<file path="src/rtl/risc_pkg.sv">
// -----------------------------------------------------------------------------
// risc_pkg
// Shared definitions for the RISC datapath storage elements.
//   DATA_W    : architectural word width.
//   REG_RESET : value every general-purpose register takes on reset.
//   word_t    : one architectural word, used by file_register and the
//               register file that replicates it.
// -----------------------------------------------------------------------------
package risc_pkg;

    localparam int DATA_W = 16;

    typedef logic [DATA_W-1:0] word_t;

    localparam word_t REG_RESET = 16'h0000;

endpackage : risc_pkg

</file>
<file path="src/rtl/file_reg_bit.sv">
// -----------------------------------------------------------------------------
// file_reg_bit
// Single-bit storage cell with a synchronous load enable and a synchronous,
// active-low reset to a per-bit value.
//   clk    : rising-edge clock.
//   rst_n  : synchronous active-low reset, wins over en.
//   en     : load enable; when high, d is captured on the rising edge.
//   d      : write data bit.
//   q      : stored bit.
// -----------------------------------------------------------------------------
module file_reg_bit #(
    parameter logic RESET_BIT = 1'b0
) (
    input  logic clk,
    input  logic rst_n,
    input  logic en,
    input  logic d,
    output logic q
);

    logic q_d;
    logic q_q;

    // Recirculating mux: with en low the flop reloads itself, so nothing on d
    // (including X) reaches q.
    always_comb begin
        q_d = q_q;
        if (en) begin
            q_d = d;
        end
    end

    always_ff @(posedge clk) begin
        if (!rst_n) begin
            q_q <= RESET_BIT;
        end else begin
            q_q <= q_d;
        end
    end

    assign q = q_q;

endmodule : file_reg_bit

</file>
<file path="src/rtl/file_register.sv">
// -----------------------------------------------------------------------------
// file_register
// One architectural word of the register file: a WIDTH-bit register with a
// synchronous load enable, plus status derived from the stored word.
//   clk       : rising-edge clock, the only clock.
//   reset     : synchronous active-low reset; beats enable.
//   D         : write data.
//   enable    : active-high load enable.
//   Q         : stored word, presented continuously.
//   q_zero    : Q == 0.
//   q_neg     : Q[WIDTH-1].
//   q_parity  : XOR of all bits of Q.
//   wr_strobe : high for the one cycle following each loading edge; behaves
//               as a valid pulse with no ready (the consumer cannot stall it).
//   written   : sticky, set by the first load since reset.
// WIDTH must be at least 2.
// -----------------------------------------------------------------------------
module file_register
    import risc_pkg::*;
#(
    parameter int               WIDTH       = DATA_W,
    parameter logic [WIDTH-1:0] RESET_VALUE = REG_RESET
) (
    input  logic             clk,
    input  logic             reset,
    input  logic [WIDTH-1:0] D,
    input  logic             enable,
    output logic [WIDTH-1:0] Q,
    output logic             q_zero,
    output logic             q_neg,
    output logic             q_parity,
    output logic             wr_strobe,
    output logic             written
);

    // -------------------------------------------------------------------------
    // Storage: one enabled cell per bit, each with its own reset value.
    // -------------------------------------------------------------------------
    for (genvar i = 0; i < WIDTH; i++) begin : g_bit
        file_reg_bit #(
            .RESET_BIT (RESET_VALUE[i])
        ) u_bit (
            .clk   (clk),
            .rst_n (reset),
            .en    (enable),
            .d     (D[i]),
            .q     (Q[i])
        );
    end

    // -------------------------------------------------------------------------
    // Write strobe and sticky written flag.
    // -------------------------------------------------------------------------
    logic wr_strobe_d;
    logic wr_strobe_q;
    logic written_d;
    logic written_q;

    always_comb begin
        wr_strobe_d = enable;
        written_d   = written_q | enable;
    end

    always_ff @(posedge clk) begin
        if (!reset) begin
            wr_strobe_q <= 1'b0;
            written_q   <= 1'b0;
        end else begin
            wr_strobe_q <= wr_strobe_d;
            written_q   <= written_d;
        end
    end

    assign wr_strobe = wr_strobe_q;
    assign written   = written_q;

    // -------------------------------------------------------------------------
    // Status flags: purely combinational from Q, no path from D.
    // -------------------------------------------------------------------------
    assign q_zero = ~|Q;
    assign q_neg  = Q[WIDTH-1];

    // Parity as an explicit balanced XOR tree. Q is zero-padded up to the next
    // power of two so every level halves cleanly; padding zeros do not change
    // the result.
    localparam int LEVELS = $clog2(WIDTH);
    localparam int LEAVES = 1 << LEVELS;

    logic [LEAVES-1:0] parity_leaf;

    always_comb begin
        parity_leaf             = '0;
        parity_leaf[WIDTH-1:0]  = Q;
    end

    for (genvar l = 0; l <= LEVELS; l++) begin : g_lvl
        logic [(LEAVES >> l)-1:0] node;
        if (l == 0) begin : g_leaf
            assign node = parity_leaf;
        end else begin : g_pair
            for (genvar n = 0; n < (LEAVES >> l); n++) begin : g_node
                assign node[n] = g_lvl[l-1].node[2*n] ^ g_lvl[l-1].node[2*n+1];
            end
        end
    end

    assign q_parity = g_lvl[LEVELS].node[0];

endmodule : file_register

</file>
<file path="config.mk">
export PLATFORM = sky130hd
export DESIGN_NAME = file_register
export DESIGN_NICKNAME = d
export VERILOG_FILES = /design/src/rtl/risc_pkg.sv /design/src/rtl/file_reg_bit.sv /design/src/rtl/file_register.sv
export SDC_FILE = /design/constraint.sdc
export NUM_CORES = 1
export LEC_CHECK = 0
export BUFFER_PORTS_ARGS = -buffer_cell sky130_fd_sc_hd__buf_4
export CORE_ASPECT_RATIO = 0.5
export CORE_UTILIZATION = 25
export CTS_BUF_LIST = sky130_fd_sc_hd__clkbuf_16
export CTS_CLUSTER_SIZE = 16
export DETAILED_ROUTE_END_ITERATION = 7
export GPL_TIMING_DRIVEN = 0
export HOLD_SLACK_MARGIN = 0.12
export PLACE_DENSITY = 0.56
export SLEW_MARGIN = 5
export SYNTH_ARGS = -nofsm -noshare
export SYNTH_HDL_FRONTEND = slang
export SYNTH_SLANG_ARGS = --single-unit
</file>
<file path="constraint.sdc">
create_clock -name clk -period 1.4 [get_ports clk]
set_input_delay 0.28 -clock clk [delete_from_list [all_inputs] [get_ports clk]]
set_output_delay 0.28 -clock clk [all_outputs]
set_load 0.01 [all_outputs]
</file>
Yosys cells after proc, flatten, opt, wreduce, memory -nomap -nowiden

Cells that the tools add are included.

Bitwise operators: 16
Reduce and logical (&&, ||, !) cells: 2

Operators by type and width:

| cell             | count |
|---|---|
| $reduce_or 16->1 | 1 |
| $xor 1x1->1      | 15 |
| $logic_not 1->1  | 1 |
| $or 1x1->1       | 1 |

Bits in registers: 18
Bits of input ports: 19
Output and inout bits: 21
Logic and storage cells: 36

Longest topological paths before layout

Depth in word-level cells: 4
Mapped depth: 5
Mapped depth without buffers: 5

Hierarchy

From an unflattened synthesis, not the netlist that was laid out.

Cell total of the unflattened synthesis: 87
Area total of the unflattened synthesis: 879.6 sq um

By module, submodules not included:

| module        | instances | cells each | area each (sq um) | seq. area each (sq um) |
|---|---|---|---|---|
| file_reg_bit  | 16        | 3          | 36.3              | 20.0 |
| file_register | 1         | 39         | 299.0             | 40.0 |

Worst setup path before layout

OpenSTA, ideal clock, no wires.

Kind: flip-flop to output port
Start: register g_bit[15].u_bit.q_q
End: output q_parity
Arrival time: 1.241 ns
Data required time: 1.120 ns
Setup slack: -0.121 ns
Cell stages (with the launch flop): 6
Buffers on the path: 0
Path through: dfxtp_1 > inv_1 > ha_1 > xnor2_1 > xnor2_1 > xnor2_1

Longest elaborated chain between the ends: 4

Ends and longest elaborated chain:

| element                  | RTL line             | RTL |
|---|---|---|
| start, declared          | file_reg_bit.sv:22   | `logic q_q;` |
| start signal, assigned   | file_reg_bit.sv:37   | `q_q <= q_d;` |
| $xor 1x1->1 (4 in a row) | file_register.sv:102 | `assign node[n] = g_lvl[l-1].node[2*n] ^ g_lvl[l-1].node[2*n+1];` |
| end, declared            | file_register.sv:31  | `output logic q_parity,` |

No other way between the ends.

Final worst setup path

Start: register g_bit[10].u_bit.q_q
End: output q_parity

Longest elaborated chain between the ends: 4

Ends and longest elaborated chain:

| element                  | RTL line |
|---|---|
| start, declared          | file_reg_bit.sv:22 |
| start signal, assigned   | file_reg_bit.sv:37 |
| $xor 1x1->1 (4 in a row) | file_register.sv:102 |

No other way between the ends.

==> results by group <==
Flow run
  • Max_cap viols: 0

Clock tree
  • Clock-pin slew on the worst setup and hold paths: 0.05 ns
  • CTS tree: built
  • Clock root buffer: clkbuf_16
  • Clk buf depth: 2
  • Cts hold-fix bufs: 0
  • CTS buffer count: 3
  • Clock latency on the worst-skew pair: 0.25 ns
  • Sinks on Clock Net: 18
  • H-Tree Depth: 1

STA
  • Setup Skew: 0 ns
  • Slew headroom: approximately 75%
  • Final hold violation count: 0
  • Final WS setup: -0.384 ns
  • Setup violators final: 1
  • RSZ-0062 raised after global routing: yes
  • Final min period: 1.78 ns
  • Slew Viols, Final: 0
  • Worst Max-Slew Pin Slew: 0.373 ns
  • Total negative setup slack: -0.384 ns
  • Max Fclk: 560 MHz
  • Fin crit share: 127%

Critical path
  • Count of buffer and inverter cells on the critical path: 2
  • Crit path max fanout: 2
  • Crit Path Category: flop to output port
  • Critical Path Max Stage Delay: 0.33 ns
  • Crit path max-delay family: XOR/XNOR gates
  • CP Data Arrival Time: around 1.5 ns
  • Startpoint types: flop
  • Crit-path cells: inv_2 > ha_4 > xor2_2 > xnor2_1 > xnor2_1 > buf_4
  • Worst setup EP type: output port
  • Worst path required time: 1.12 ns
  • CP dominant cell by count: xnor2_1
  • Slowest CP cell: dfxtp_2

GRT
  • Largest net degree at the start of global routing: 11
  • Initial antenna violation count: 0
  • Total global-route track usage: 9.28%
  • First-pass GRT wire length: 3050 microns
  • GR Overflow Total: 0
  • Vias in the first global route: 699

Pwr
  • Maximum vdd drop: 0.000395 V
  • P_sw: 0.000402 W
  • Internal: 0.00125 W
  • Power density cells: 967 mW/mm^2
  • Net Sw Frac: 24.4%
  • Pleak: 0.806 nW
  • Share of power burned in registers: 34.7%
  • Total power: 0.00165 W
  • Comb pwr share: between 30% and 40%
  • Clock network fraction of total power: 34.0%

Floorplanning
  • Core Rows: 16
  • Total Die Area: 0.00439 sq mm
  • Initial Util: between 20% and 30%
  • Core ar.: 0.00392 sq mm
  • # IOs: 40
  • Die height: 47.4 microns
  • Die X: 92.7 microns

Logic synthesis
  • Mapped Nets: around 130
  • #FFs+latches synth: 18
  • Distinct cells, synth: 15
  • Synth Instances: between 100 and 150
  • Post-synthesis sequential area ratio: a little over a third
  • Avg Cell Area, Syn: 9.80 sq um
  • Synth warn: 0
  • Syn Std Cell Area: 0.00103 sq mm

Route
  • DRC: 0
  • WL final: 2040 microns
  • Post-route ant nets: 0
  • Via density: 3.75
  • Via count: 796
  • Router iterations before antenna repair: 3
  • First-iteration detailed-routing DRC count: 4
  • DR WL/cell: slightly below 10 microns

Finish
  • # diodes: 0
  • Final core occ: 43.4%
  • Layout area overhead: 65.7%
  • Fill cell count: 395
  • Share of cells above drive strength 1: 72.8%
  • Post-layout nets: 187

Placement
  • Detailed-placement wirelength estimate: 1410 microns
  • Dpl ws: -0.238 ns
  • Placer Congestion: 0.670
  • Port Buffers: 38

Run status
  • Failing checks: negative setup slack
  • Outcome: complete, but fails checks

Min path
  • Worst hold path type: primary input to flop
power by group through the flow:
stage               sequential, W  combinational (W)  clock, W
floorplan                0.000574           0.000248         0
global placement         0.000578           0.000405         0
detailed placement       0.000578           0.000407         0
CTS                      0.000570           0.000493  0.000581
global route             0.000574           0.000572  0.000595
finish                   0.000571           0.000517  0.000560
synthesized netlist by cell type:
master	instances	share of area [%]
xnor2_1	6	5.1
and2_2	1	0.73
nand4_1	2	1.2
buf_12	1	1.9
nor2_1	1	0.36
ha_1	8	9.7
nor2b_1	16	9.7
clkbuf_1	1	0.36
buf_4	16	12
o21a_1	1	0.73
inv_1	16	5.8
xor2_1	1	0.85
buf_6	1	1.1
mux2i_1	16	16
dfxtp_1	18	35
timing repair:
| action | 4_1_cts | 5_1_grt |
|---|---|---|
| buffers inserted | 12 | 0 |
| setup endpoints to repair | 2 | 2 |
| resized for setup | 37 | 5 |
| pin swaps | 12 | 7 |
cells by family (layout without fill, tap and decap cells):
family,after synthesis,in the layout,synth area share [%]
buffers and inverters,35,88,20.9
AND/OR/NAND/NOR,20,20,12.0
flip-flops,18,18,35.0
multiplexers,16,16,15.6
adder cells (fa/ha/maj),8,8,9.73
XOR/XNOR,7,7,5.96
AO/OA/AOI/OAI,1,1,0.730
worst register-to-register path, stage by stage, from the launching register on:
cell and delay (ns):
dfxtp_2 0.32, buf_4 0.13, mux2i_1 0.13, nor2b_1 0.06
routing by layer:
metal	up-vias	GRT usage, %	part of all wire (%)
met4	0	2.77	0.54
met2	9	16.6	50
met5	-	0	0
li1	417	-	-
met1	368	11.1	47
met3	2	3.07	2.8
registers in the layout (all words and copies together) (netlist names):
| name | count |
|---|---|
| g_bit.u_bit.q | 16 |
| written | 1 |
| wr_strobe | 1 |
path summary, 6_finish.rpt:
| path | from | end | slack (ns) | cells after the start |
|---|---|---|---|---|
| worst min register to register | written | written | 0.47 | 1 |
| worst min-delay path | D[6] | g_bit[6].u_bit.q | 0.29 | 3 |
| worst max register to register | g_bit[8].u_bit.q | g_bit[8].u_bit.q | 0.65 | 3 |
| worst max-delay path | g_bit[10].u_bit.q | q_parity | -0.38 | 6 |
cell usage in the layout (no fill, tap or decap):
cell / synthesis / layout
xor2_2: 0 / 1
buf_12: 1 / 1
inv_1: 16 / 2
dfxtp_2: 0 / 16
nand4_1: 2 / 2
clkbuf_16: 0 / 3
nor2b_1: 16 / 16
nor2_1: 1 / 1
and2_2: 1 / 1
xnor2_1: 6 / 2
xnor2_2: 0 / 4
clkbuf_1: 1 / 1
buf_6: 1 / 1
ha_4: 0 / 8
o21a_1: 1 / 1
buf_4: 16 / 66
inv_2: 0 / 14
dfxtp_1: 18 / 2
mux2i_1: 16 / 16
metrics by stage:
step | hold WS (ns) | cells | instance area, sq um
floorplan | 0.408 | 105 | 1030
global placement | 0.458 | 197 | 1380
detailed placement | 0.460 | 197 | 1380
CTS | 0.286 | 212 | 1680
global route | 0.303 | 212 | 1700
finish | 0.289 | 212 | 1700
area by class of cell:
type	instances	area [sq um]	area share (%)
clock buffers	3	75.1	4.41
multi-input cells	52	591	34.7
flip-flops and latches	18	380	22.3
repair buffers	50	375	22.0
plain buffers	19	155	9.10
well taps	54	67.6	3.96
inverters	16	60.1	3.52
No activity file was read; power rests on OpenSTA's default activity.
